$ cat src/rtl/pipe_pkg.sv
// Shared types and constants for the pipeline hazard controller.
package pipe_pkg;

  // Controller FSM states
  typedef enum logic [0:0] {
    RUN     = 1'b0,
    MC_WAIT = 1'b1
  } state_e;

  // ALU operand forwarding selects
  localparam logic [1:0] FWD_RF    = 2'b00;
  localparam logic [1:0] FWD_EXMEM = 2'b10;
  localparam logic [1:0] FWD_MEMWB = 2'b01;

endpackage : pipe_pkg

$ cat src/rtl/pipe_fwd_sel.sv
// Single-operand forwarding select: EX/MEM beats MEM/WB, register 0 never forwards.
module pipe_fwd_sel
  import pipe_pkg::*;
#(
  parameter int unsigned RW = 5
) (
  input  logic [RW-1:0] src_i,
  input  logic [RW-1:0] exmem_rd_i,
  input  logic          exmem_regwrite_i,
  input  logic [RW-1:0] memwb_rd_i,
  input  logic          memwb_regwrite_i,
  output logic [1:0]    sel_o
);

  logic src_nz;

  assign src_nz = (src_i != '0);

  // Priority compare: youngest producer wins
  always_comb begin
    sel_o = FWD_RF;
    if (src_nz && exmem_regwrite_i && (exmem_rd_i == src_i)) begin
      sel_o = FWD_EXMEM;
    end else if (src_nz && memwb_regwrite_i && (memwb_rd_i == src_i)) begin
      sel_o = FWD_MEMWB;
    end
  end

endmodule : pipe_fwd_sel

$ cat src/rtl/pipe_hazard_ctrl.sv
// Stall / flush / forward controller for the 5-stage pipeline.
// Optional feature: define PIPE_FWD_EN to enable ALU operand forwarding
// (data hazards then reduce to the one-cycle load-use stall).
module pipe_hazard_ctrl
  import pipe_pkg::*;
#(
  parameter int unsigned MC_LAT = 4,
  parameter int unsigned RW     = 5
) (
  input  logic          clk,
  input  logic          rst,
  input  logic [RW-1:0] id_rs,
  input  logic [RW-1:0] id_rt,
  input  logic [RW-1:0] idex_rs,
  input  logic [RW-1:0] idex_rt,
  input  logic [RW-1:0] idex_rd,
  input  logic          idex_regwrite,
  input  logic          idex_memread,
  input  logic [RW-1:0] exmem_rd,
  input  logic          exmem_regwrite,
  input  logic [RW-1:0] memwb_rd,
  input  logic          memwb_regwrite,
  input  logic          ex_mc_start,
  input  logic          ex_br_taken,
  output logic          pc_we,
  output logic          ifid_we,
  output logic          ifid_flush,
  output logic          idex_we,
  output logic          idex_bubble,
  output logic          exmem_bubble,
  output logic [1:0]    fwd_a,
  output logic [1:0]    fwd_b,
  output logic          mc_busy
);

  localparam int unsigned CW = (MC_LAT > 2) ? $clog2(MC_LAT) : 1;
  localparam logic [CW-1:0] CNT_LOAD = CW'(MC_LAT - 2);

  state_e        state_q, state_d;
  logic [CW-1:0] cnt_q, cnt_d;
  logic          data_haz;
  logic [1:0]    fwd_a_raw, fwd_b_raw;

  // Nonzero register-ID equality
  function automatic logic reg_hit(input logic [RW-1:0] a, input logic [RW-1:0] b);
    return (a != '0) && (a == b);
  endfunction

`ifdef PIPE_FWD_EN
  pipe_fwd_sel #(.RW(RW)) u_fwd_a (
    .src_i            (idex_rs),
    .exmem_rd_i       (exmem_rd),
    .exmem_regwrite_i (exmem_regwrite),
    .memwb_rd_i       (memwb_rd),
    .memwb_regwrite_i (memwb_regwrite),
    .sel_o            (fwd_a_raw)
  );

  pipe_fwd_sel #(.RW(RW)) u_fwd_b (
    .src_i            (idex_rt),
    .exmem_rd_i       (exmem_rd),
    .exmem_regwrite_i (exmem_regwrite),
    .memwb_rd_i       (memwb_rd),
    .memwb_regwrite_i (memwb_regwrite),
    .sel_o            (fwd_b_raw)
  );

  // Only a load in EX cannot be forwarded in time
  assign data_haz = idex_memread && (reg_hit(id_rs, idex_rd) || reg_hit(id_rt, idex_rd));

  logic unused_cfg;
  assign unused_cfg = idex_regwrite;
`else
  assign fwd_a_raw = FWD_RF;
  assign fwd_b_raw = FWD_RF;

  // Without forwarding, wait for EX and MEM producers; WB writes before ID reads
  assign data_haz = (idex_regwrite  && (reg_hit(id_rs, idex_rd)  || reg_hit(id_rt, idex_rd))) ||
                    (exmem_regwrite && (reg_hit(id_rs, exmem_rd) || reg_hit(id_rt, exmem_rd)));

  logic unused_cfg;
  assign unused_cfg = ^{idex_rs, idex_rt, idex_memread, memwb_rd, memwb_regwrite};
`endif

  // State and multi-cycle counter
  always_ff @(posedge clk) begin
    if (rst) begin
      state_q <= RUN;
      cnt_q   <= '0;
    end else begin
      state_q <= state_d;
      cnt_q   <= cnt_d;
    end
  end

  // Next state and pipeline controls; priority rst > MC > branch > data hazard
  always_comb begin
    state_d      = state_q;
    cnt_d        = cnt_q;
    pc_we        = 1'b1;
    ifid_we      = 1'b1;
    ifid_flush   = 1'b0;
    idex_we      = 1'b1;
    idex_bubble  = 1'b0;
    exmem_bubble = 1'b0;
    mc_busy      = 1'b0;
    fwd_a        = fwd_a_raw;
    fwd_b        = fwd_b_raw;

    if (rst) begin
      pc_we        = 1'b0;
      ifid_we      = 1'b0;
      ifid_flush   = 1'b1;
      idex_bubble  = 1'b1;
      exmem_bubble = 1'b1;
      fwd_a        = FWD_RF;
      fwd_b        = FWD_RF;
    end else begin
      unique case (state_q)
        RUN: begin
          if (ex_mc_start) begin
            pc_we        = 1'b0;
            ifid_we      = 1'b0;
            idex_we      = 1'b0;
            exmem_bubble = 1'b1;
            mc_busy      = 1'b1;
            state_d      = MC_WAIT;
            cnt_d        = CNT_LOAD;
          end else if (ex_br_taken) begin
            ifid_flush  = 1'b1;
            idex_bubble = 1'b1;
          end else if (data_haz) begin
            pc_we       = 1'b0;
            ifid_we     = 1'b0;
            idex_bubble = 1'b1;
          end
        end
        MC_WAIT: begin
          pc_we        = 1'b0;
          ifid_we      = 1'b0;
          idex_we      = 1'b0;
          exmem_bubble = 1'b1;
          mc_busy      = 1'b1;
          if (cnt_q == '0) begin
            state_d = RUN;
          end else begin
            cnt_d = cnt_q - CW'(1);
          end
        end
        default: state_d = RUN;
      endcase
    end
  end

endmodule : pipe_hazard_ctrl

$ cat config.mk
export PLATFORM = sky130hd
export DESIGN_NAME = pipe_hazard_ctrl
export DESIGN_NICKNAME = d
export VERILOG_FILES = /design/src/rtl/pipe_pkg.sv /design/src/rtl/pipe_fwd_sel.sv /design/src/rtl/pipe_hazard_ctrl.sv
export SDC_FILE = /design/constraint.sdc
export NUM_CORES = 1
export LEC_CHECK = 0
export CAP_MARGIN = 30
export CORE_AREA = 2 2 45 47
export CTS_CLUSTER_DIAMETER = 80
export DETAILED_ROUTE_END_ITERATION = 10
export DIE_AREA = 0 0 47 49
export GPL_TIMING_DRIVEN = 0
export HOLD_SLACK_MARGIN = 0.15
export PLACE_DENSITY = 0.79
export SYNTH_ARGS = -nofsm -noshare
export SYNTH_HDL_FRONTEND = slang
export SYNTH_HIERARCHICAL = 1
export SYNTH_SLANG_ARGS = --single-unit
$ cat constraint.sdc
create_clock -name clk -period 5.7 [get_ports clk]
set_input_delay 1.71 -clock clk [delete_from_list [all_inputs] [get_ports clk]]
set_output_delay 1.71 -clock clk [all_outputs]
set_load 0.01 [all_outputs]
# After elaboration in Yosys (flattened, before gate mapping)
# Index checks and enable logic that the tools add are counted.
[word_totals]
register_bits = 3
[classes]
addsub = 1
bitwise = 1
reduce_logical = 13
n_mux = 26
eq_ne = 6
[op_table]
columns = ["operator", "count"]
rows = [
  ["$eq 5x5->1", 4],
  ["$mux 1", 19],
  ["$reduce_bool 5->1", 2],
  ["$pmux 1 s2", 4],
  ["$logic_and 1x1->1", 6],
  ["$mux 2", 2],
  ["$ne 2x2->1 const B", 2],
  ["$pmux 2 s2", 1],
  ["$logic_or 1x1->1", 3],
  ["$logic_not 2->1", 1],
  ["$reduce_and 2->1", 1],
  ["$sub 2x1->2 const B", 1],
  ["$not 1->1", 1],
]

# Logic depth before layout (Yosys ltp)
# Gate-level depths: netlist of the first run.
[logic_depth]
ltp_word = 10
ltp_mapped = 6

# Worst setup path before layout of the first run
# Ideal clock, no wire load.
[synth_timing]
path_type = "in2out"
startpoint = "input id_rs[1]"
endpoint = "output pc_we"
required_time_ns = 3.990
path_buffers = 1
arrival_time_ns = 2.848
stages = 6
path_slack_ns = 1.142
cell_sequence = "or4_4 nor2_4 nor4_1 o21ai_1 and3b_1 buf_4"
[synth_between]
elab_chain_cells = 10
elab_cells_between_ends = 15
cone_classes = "eq/ne: 2; mux: 5; reduce/logical: 8"
[synth_lines]
columns = ["item", "line", "rtl"]
rows = [
  ["start, declared", "pipe_hazard_ctrl.sv:12", "input logic [RW-1:0] id_rs,"],
  ["$eq 5x5->1 or $reduce_bool 5->1 (tied branches)", "pipe_hazard_ctrl.sv:46", "return (a != '0) && (a == b);"],
  ["$logic_and 1x1->1", "pipe_hazard_ctrl.sv:46", ""],
  ["$logic_or 1x1->1 (on tied branches)", "pipe_hazard_ctrl.sv:78, pipe_hazard_ctrl.sv:79", ""],
  ["$logic_and 1x1->1 (on tied branches)", "pipe_hazard_ctrl.sv:78, pipe_hazard_ctrl.sv:79", ""],
  ["$logic_or 1x1->1 (*)", "pipe_hazard_ctrl.sv:78", "assign data_haz = (idex_regwrite && (reg_hit(id_rs, idex_rd) || reg_hit(id_rt, idex_rd))) ||"],
  ["$mux 1 (*) (3 in series)", "n/a", ""],
  ["$pmux 1 s2 (*)", "n/a", ""],
  ["$mux 1 (*)", "n/a", ""],
  ["end, declared", "pipe_hazard_ctrl.sv:25", "output logic pc_we,"],
]
# Mark *: on every way between the ends. The rest lies on a longest branch, timed or not.

# Worst setup path in the final report of the first run
[layout_timing]
startpoint = "input id_rs[1]"
endpoint = "output pc_we"
[layout_between]
elab_chain_cells = 10
elab_cells_between_ends = 15
cone_classes = "eq/ne: 2; mux: 5; reduce/logical: 8"
[layout_lines]
columns = ["item", "line", "rtl"]
rows = [
  ["$eq 5x5->1 or $reduce_bool 5->1 (tied branches)", "pipe_hazard_ctrl.sv:46", ""],
  ["$logic_and 1x1->1", "pipe_hazard_ctrl.sv:46", ""],
  ["$logic_or 1x1->1 (on tied branches)", "pipe_hazard_ctrl.sv:78, pipe_hazard_ctrl.sv:79", ""],
  ["$logic_and 1x1->1 (on tied branches)", "pipe_hazard_ctrl.sv:78, pipe_hazard_ctrl.sv:79", ""],
  ["$logic_or 1x1->1 (*)", "pipe_hazard_ctrl.sv:78", ""],
  ["$mux 1 (*)", "pipe_hazard_ctrl.sv:132", "end else if (data_haz) begin"],
  ["$mux 1 (*)", "pipe_hazard_ctrl.sv:129", "end else if (ex_br_taken) begin"],
  ["$mux 1 (*)", "pipe_hazard_ctrl.sv:121", "if (ex_mc_start) begin"],
  ["$pmux 1 s2 (*)", "pipe_hazard_ctrl.sv:119", "unique case (state_q)"],
  ["$mux 1 (*)", "pipe_hazard_ctrl.sv:110", "if (rst) begin"],
]
# Marks and branches as above.

==> key figures, run 1 <==
Status
  • Outcome: completed

Clocking
  • CTS buffer count: 3
  • Num Clock Sinks: 3
  • CTS tree: done
  • CTS root buf: clkbuf_4
  • Clock Path Buffers: 2
  • Hold buffer count at cts: 0
  • Clk Latency, worst-skew pair: 0.24 ns
  • Clock slew at reported path FFs: 0.04 ns
  • Setup Buffers After CTS: 0
  • H-tree depth: 1
  • Post-cts gate resize count: 0

Layout
  • Nets: 149
  • N_diodes: 0
  • Non-Filler Instances: 131
  • Fraction of layout cells with a size suffix above 1: 10.6%
  • Final Instance Area: 888 µm²
  • Fill cell count: 202
  • Area added between synthesis and finish: 78.8%
  • Final Core Density: 48.2%

Route
  • DR iter-0 viols: 11
  • Via count: 569
  • Wirelength, routed: 1280 µm
  • Wire per inst: 9.80 µm
  • Drt drc: 0
  • Vias per inst: 4.34
  • First-pass detailed-route iteration total: 3
  • Post-DRT Antenna Nets: 0

Global route
  • Gr usage total: 11.7%
  • GR Overflow Total: 0
  • Global-route wire length before repair: 1970 µm
  • Initial antenna violation count: 0
  • Largest net degree at the start of global routing: 7
  • Vias in the first global route: 542

Logic synthesis
  • Sequential fraction of the synthesis area: 12.1%
  • Async SR Flop Fraction: 0%
  • Synth cell count leaders: xnor2_1 (10), xor2_1 (10), buf_4 (5), nor2_1 (4)
  • Post-synth top area cell: xnor2_1
  • #FFs+latches synth: 3
  • Post-synth top area share: 17.6%
  • Commonest register cell after synthesis: dfxtp_1
  • Synth unique cells: 26
  • Synth warn: 6
  • Mapped Cells: 65
  • Post-Syn Area: 497 µm²
  • Top post-synthesis cells by area: xnor2_1 (18%), xor2_1 (18%), dfxtp_1 (12%)
  • EDFF count, synth: 0
  • Mean Syn Cell Area: 7.64 µm²

Die
  • Io pins: 54
  • Die X: 47 µm
  • # rows: 16
  • Total die area: 2300 µm²
  • Die H: 49 µm
  • Area of the core: 1840 µm²
  • Starting density of the core: 27.0%

Critical path
  • Cells along the critical path: clkdlybuf4s50_1 > or4_4 > nor2_4 > nor4_1 > o21ai_1 > and3b_1 > buf_4 > clkdlybuf4s50_1
  • CP max FO: 3
  • Crit path top cell by count: clkdlybuf4s50_1
  • CP peak stage delay: 0.58 ns
  • Setup CP Type: in -> out
  • Startpoint type of the worst setup path: input pin
  • CP required: 3.99 ns
  • Worst path slowest cell: or4_4
  • R2R cell count: 5
  • Arrival time worst endpoint: 3.90 ns
  • CP Capture Type: output pin

Placed design
  • Final GP Congestion: 0.738
  • Pre-CTS WS: 0.101 ns
  • Port Buffer Count: 32
  • Dpl cells: 127
  • DP HPWL: 1180 µm
  • Post-placement cell area: 862 µm²

Power
  • Worst vdd ir: 0.0553 mV
  • Total chip power: 124 µW
  • Static leakage: 0.348 nW
  • Cell area power density: 140 nW/µm²

STA
  • Final number of hold-violating endpoints: 0
  • Slew Limit Fails: 0
  • Fmax: 0.178 GHz
  • Post-route setup slack: 0.0942 ns
  • RSZ-0062 raised after global routing: no
  • Final period util: 98.3%
  • Minimum clock period: 5.61 ns
  • Skew final: 0.00202 ns
  • Total Negative Setup Slacks: 0 ns
  • Setup violators final: 0
  • Hold_ws: 0.504 ns

Min path
  • Hold crit path type: reg -> reg
  • Hold path depth: 2

Job
  • Number of max-cap violations: 0
where the power goes:
| part | internal (mW) | leakage (nW) | switching, mW | total [mW] |
|---|---|---|---|---|
| sequential | 0.0231 | 0.0249 | 0.00120 | 0.0243 |
| combinational | 0.0373 | 0.308 | 0.0246 | 0.0619 |
| clock | 0.0263 | 0.0150 | 0.0117 | 0.0380 |
| total | 0.0867 | 0.348 | 0.0375 | 0.124 |
layout by cell type (no fill, tap or decap), types with 2 or more instances in the layout:
master,count
o21ai_1,3
nand3_1,2
nor4_1,2
clkdlybuf4s50_1,32
nor2_1,4
and4_1,2
nor2b_1,3
inv_1,2
nor3_1,3
dfxtp_1,3
o21ai_0,2
xor2_1,10
nand2_1,2
buf_4,5
conb_1,4
xnor2_1,10
clkbuf_4,3
per-layer routing:
metal	track usage (%)	part of all wire, %
met5	0	0
met2	20.5	51
met1	11.6	37
met4	5.56	1.3
met3	4.07	10
sequential cells by signal, indices dropped and copies added (netlist names):
| register | cells |
|---|---|
| cnt_q | 2 |
| state_q | 1 |
cell families (layout without fill, tap and decap cells):
family,after synthesis,in the layout,synth area share (%)
AOI/OAI and AO/OA,9,9,10.6
muxes,1,1,2.02
xor gates and xnor gates,20,20,35.3
adders and majority gates,1,1,2.52
DFF,3,3,12.1
other,1,4,0.755
and+or+nand+nor,22,22,27.0
buffers and inverters,8,44,9.82
final timing paths:
path	startpoint	to	slack, ns
max	id_rs[1]	pc_we	0.09
min	cnt_q[1]	cnt_q[1]	0.50
max reg2reg	cnt_q[0]	cnt_q[1]	4.56
min reg2reg	cnt_q[1]	cnt_q[1]	0.50
final cells by class:
class / count / area [µm²] / area share, %
inverter: 3 / 11.3 / 1.27
tap: 27 / 33.8 / 3.80
clock buffer: 4 / 26.3 / 2.96
multi-input combinational: 57 / 399 / 44.9
timing repair buffer: 32 / 320 / 36.1
buffer: 5 / 37.5 / 4.23
sequential: 3 / 60.1 / 6.76
worst max-delay path: cells and delay by family:
family,cells,cell delay [ns]
and+or+nand+nor,4,0.95
buffers and inverters,3,1.12
AOI/OAI and AO/OA,1,0.11
No activity file was read; power rests on OpenSTA's default activity.
==> inputs of run 2 (changes only) <==
PLACE_DENSITY = 0.81   (was 0.79)
SLEW_MARGIN = 20   (was default)
==> run 2 against run 1 <==
Net effect:
- total power is 1.0% higher
- design area stayed put
- final cell count stayed put
- highest routed layer unchanged
- utilization stayed put
==> key figures, run 2 (synthesis gave the netlist of run 1 again) <==
Job
  • Number of max-cap violations: 0

Route
  • DR iter-0 viols: 3
  • Drt drc: 0
  • Via count: 578
  • Post-DRT Antenna Nets: 0
  • Wire per inst: 10.5 µm
  • First-pass detailed-route iteration total: 3
  • Vias per inst: 4.41
  • Wirelength, routed: 1370 µm

Critical path
  • CP startpoint: id_rs[1]
  • Startpoint type of the worst setup path: input pin
  • CP max FO: 3
  • CP Capture Type: output pin
  • R2r setup slk: 4.61 ns
  • CP required: 3.99 ns
  • Setup CP Type: in -> out
  • Worst R2R Start: cnt_q[0]
  • Arrival time worst endpoint: 3.90 ns

Clocking
  • Hold buffer count at cts: 0
  • H-tree depth: 1
  • Num Clock Sinks: 3
  • Clock Path Buffers: 2
  • CTS buffer count: 3
  • Post-cts gate resize count: 0
  • Clock slew at reported path FFs: 0.04 ns
  • Clk Latency, worst-skew pair: 0.24 ns
  • CTS root buf: clkbuf_4
  • CTS tree: done
  • Setup Buffers After CTS: 0

STA
  • Total Negative Setup Slacks: 0 ns
  • Setup violators final: 0
  • Skew final: 0.00280 ns
  • Minimum clock period: 5.61 ns
  • RSZ-0062 raised after global routing: no
  • Final number of hold-violating endpoints: 0
  • Slew Limit Fails: 0
  • Hold_ws: 0.481 ns
  • Final period util: 98.4%
  • Fmax: 0.178 GHz
  • Post-route setup slack: 0.0917 ns

Die
  • Io pins: 54
  • Total die area: 2300 µm²
  • Area of the core: 1840 µm²
  • Starting density of the core: 27.0%
  • Die X: 47 µm
  • # rows: 16
  • Die H: 49 µm

Placed design
  • Final GP Congestion: 0.762
  • Pre-CTS WS: 0.107 ns
  • Post-placement cell area: 862 µm²
  • Dpl cells: 127
  • Port Buffer Count: 32
  • DP HPWL: 1220 µm

Power
  • Static leakage: 0.348 nW
  • Cell area power density: 141 nW/µm²
  • P_int: 86.7 µW
  • Switching share of power: 30.9%
  • Comb power frac: 49.5%
  • Total chip power: 125 µW
  • Worst vdd ir: 0.0760 mV
  • Clock Power Share: 31.2%
  • Sequential Power Share: 19.4%
  • P_sw: 38.8 µW

Layout
  • Non-Filler Instances: 131
  • Area added between synthesis and finish: 78.8%
  • Final Instance Area: 888 µm²
  • Most common cell after layout, fill and taps aside: clkdlybuf4s50_1
  • Biggest register: cnt_q
  • Regs by FF count: cnt_q x2, state_q x1
  • N_diodes: 0
  • Fraction of layout cells with a size suffix above 1: 10.6%
  • Nets: 149
  • Max reg flops: 2
  • Final Core Density: 48.2%
  • Commonest cells after routing, fill and taps aside: clkdlybuf4s50_1 (32), xnor2_1 (10), xor2_1 (10)

Status
  • Outcome: completed

Global route
  • Vias in the first global route: 574
  • GR Overflow Total: 0
  • Gr usage total: 12.1%
  • Global-route wire length before repair: 2120 µm
  • Initial antenna violation count: 0
  • Largest net degree at the start of global routing: 7

Min path
  • Hold Crit Start: cnt_q[1]
  • Hold crit path type: reg -> reg
## run 2: cell counts in the layout (fill, tap and decap cells not counted)
Identical to the previous run, type by type.
## run 2: worst paths after layout
check        endpoint  cells past startpoint
max             pc_we                      8
max reg2reg  cnt_q[1]                      5
min reg2reg  cnt_q[1]                      2
min          cnt_q[1]                      2
## run 2: layer usage
layer / GRT usage [%] / routed length [µm] / up-vias
li1: - / - / 294
met1: 11.6 / 524 / 245
met2: 22.6 / 680 / 35
met3: 1.48 / 134 / 4
met4: 6.94 / 31 / 0
met5: 0 / 0 / -
## run 2: power groups by stage
stage | Combinational, mW | Sequential [mW] | Clock (mW)
after CTS | 0.0623 | 0.0243 | 0.0413
after detailed placement | 0.0622 | 0.0247 | 0
final | 0.0621 | 0.0243 | 0.0391
after floorplan | 0.0280 | 0.0243 | 0
after global placement | 0.0605 | 0.0244 | 0
after global routing | 0.0670 | 0.0246 | 0.0429
## run 2: area by class of cell
class                           count  area [µm²]
Multi-Input combinational cell     57         399
Tap cell                           27        33.8
Fill cell                         191         953
Inverter                            3        11.3
Buffer                              5        37.5
Sequential cell                     3        60.1
Clock buffer                        4        26.3
Timing Repair Buffer               32         320
## run 2: worst max-delay path, stage by stage
cell and delay [ns]:
clkdlybuf4s50_1 0.50, or4_4 0.58, nor2_4 0.10, nor4_1 0.07
o21ai_1 0.12, and3b_1 0.19, buf_4 0.10, clkdlybuf4s50_1 0.52
==> inputs of run 3 (changes only) <==
ABC_CLOCK_PERIOD_IN_PS = 5700   (was default)
==> results of run 3 <==
No change in the layout: final DEF, timing and power equal those of run 2.
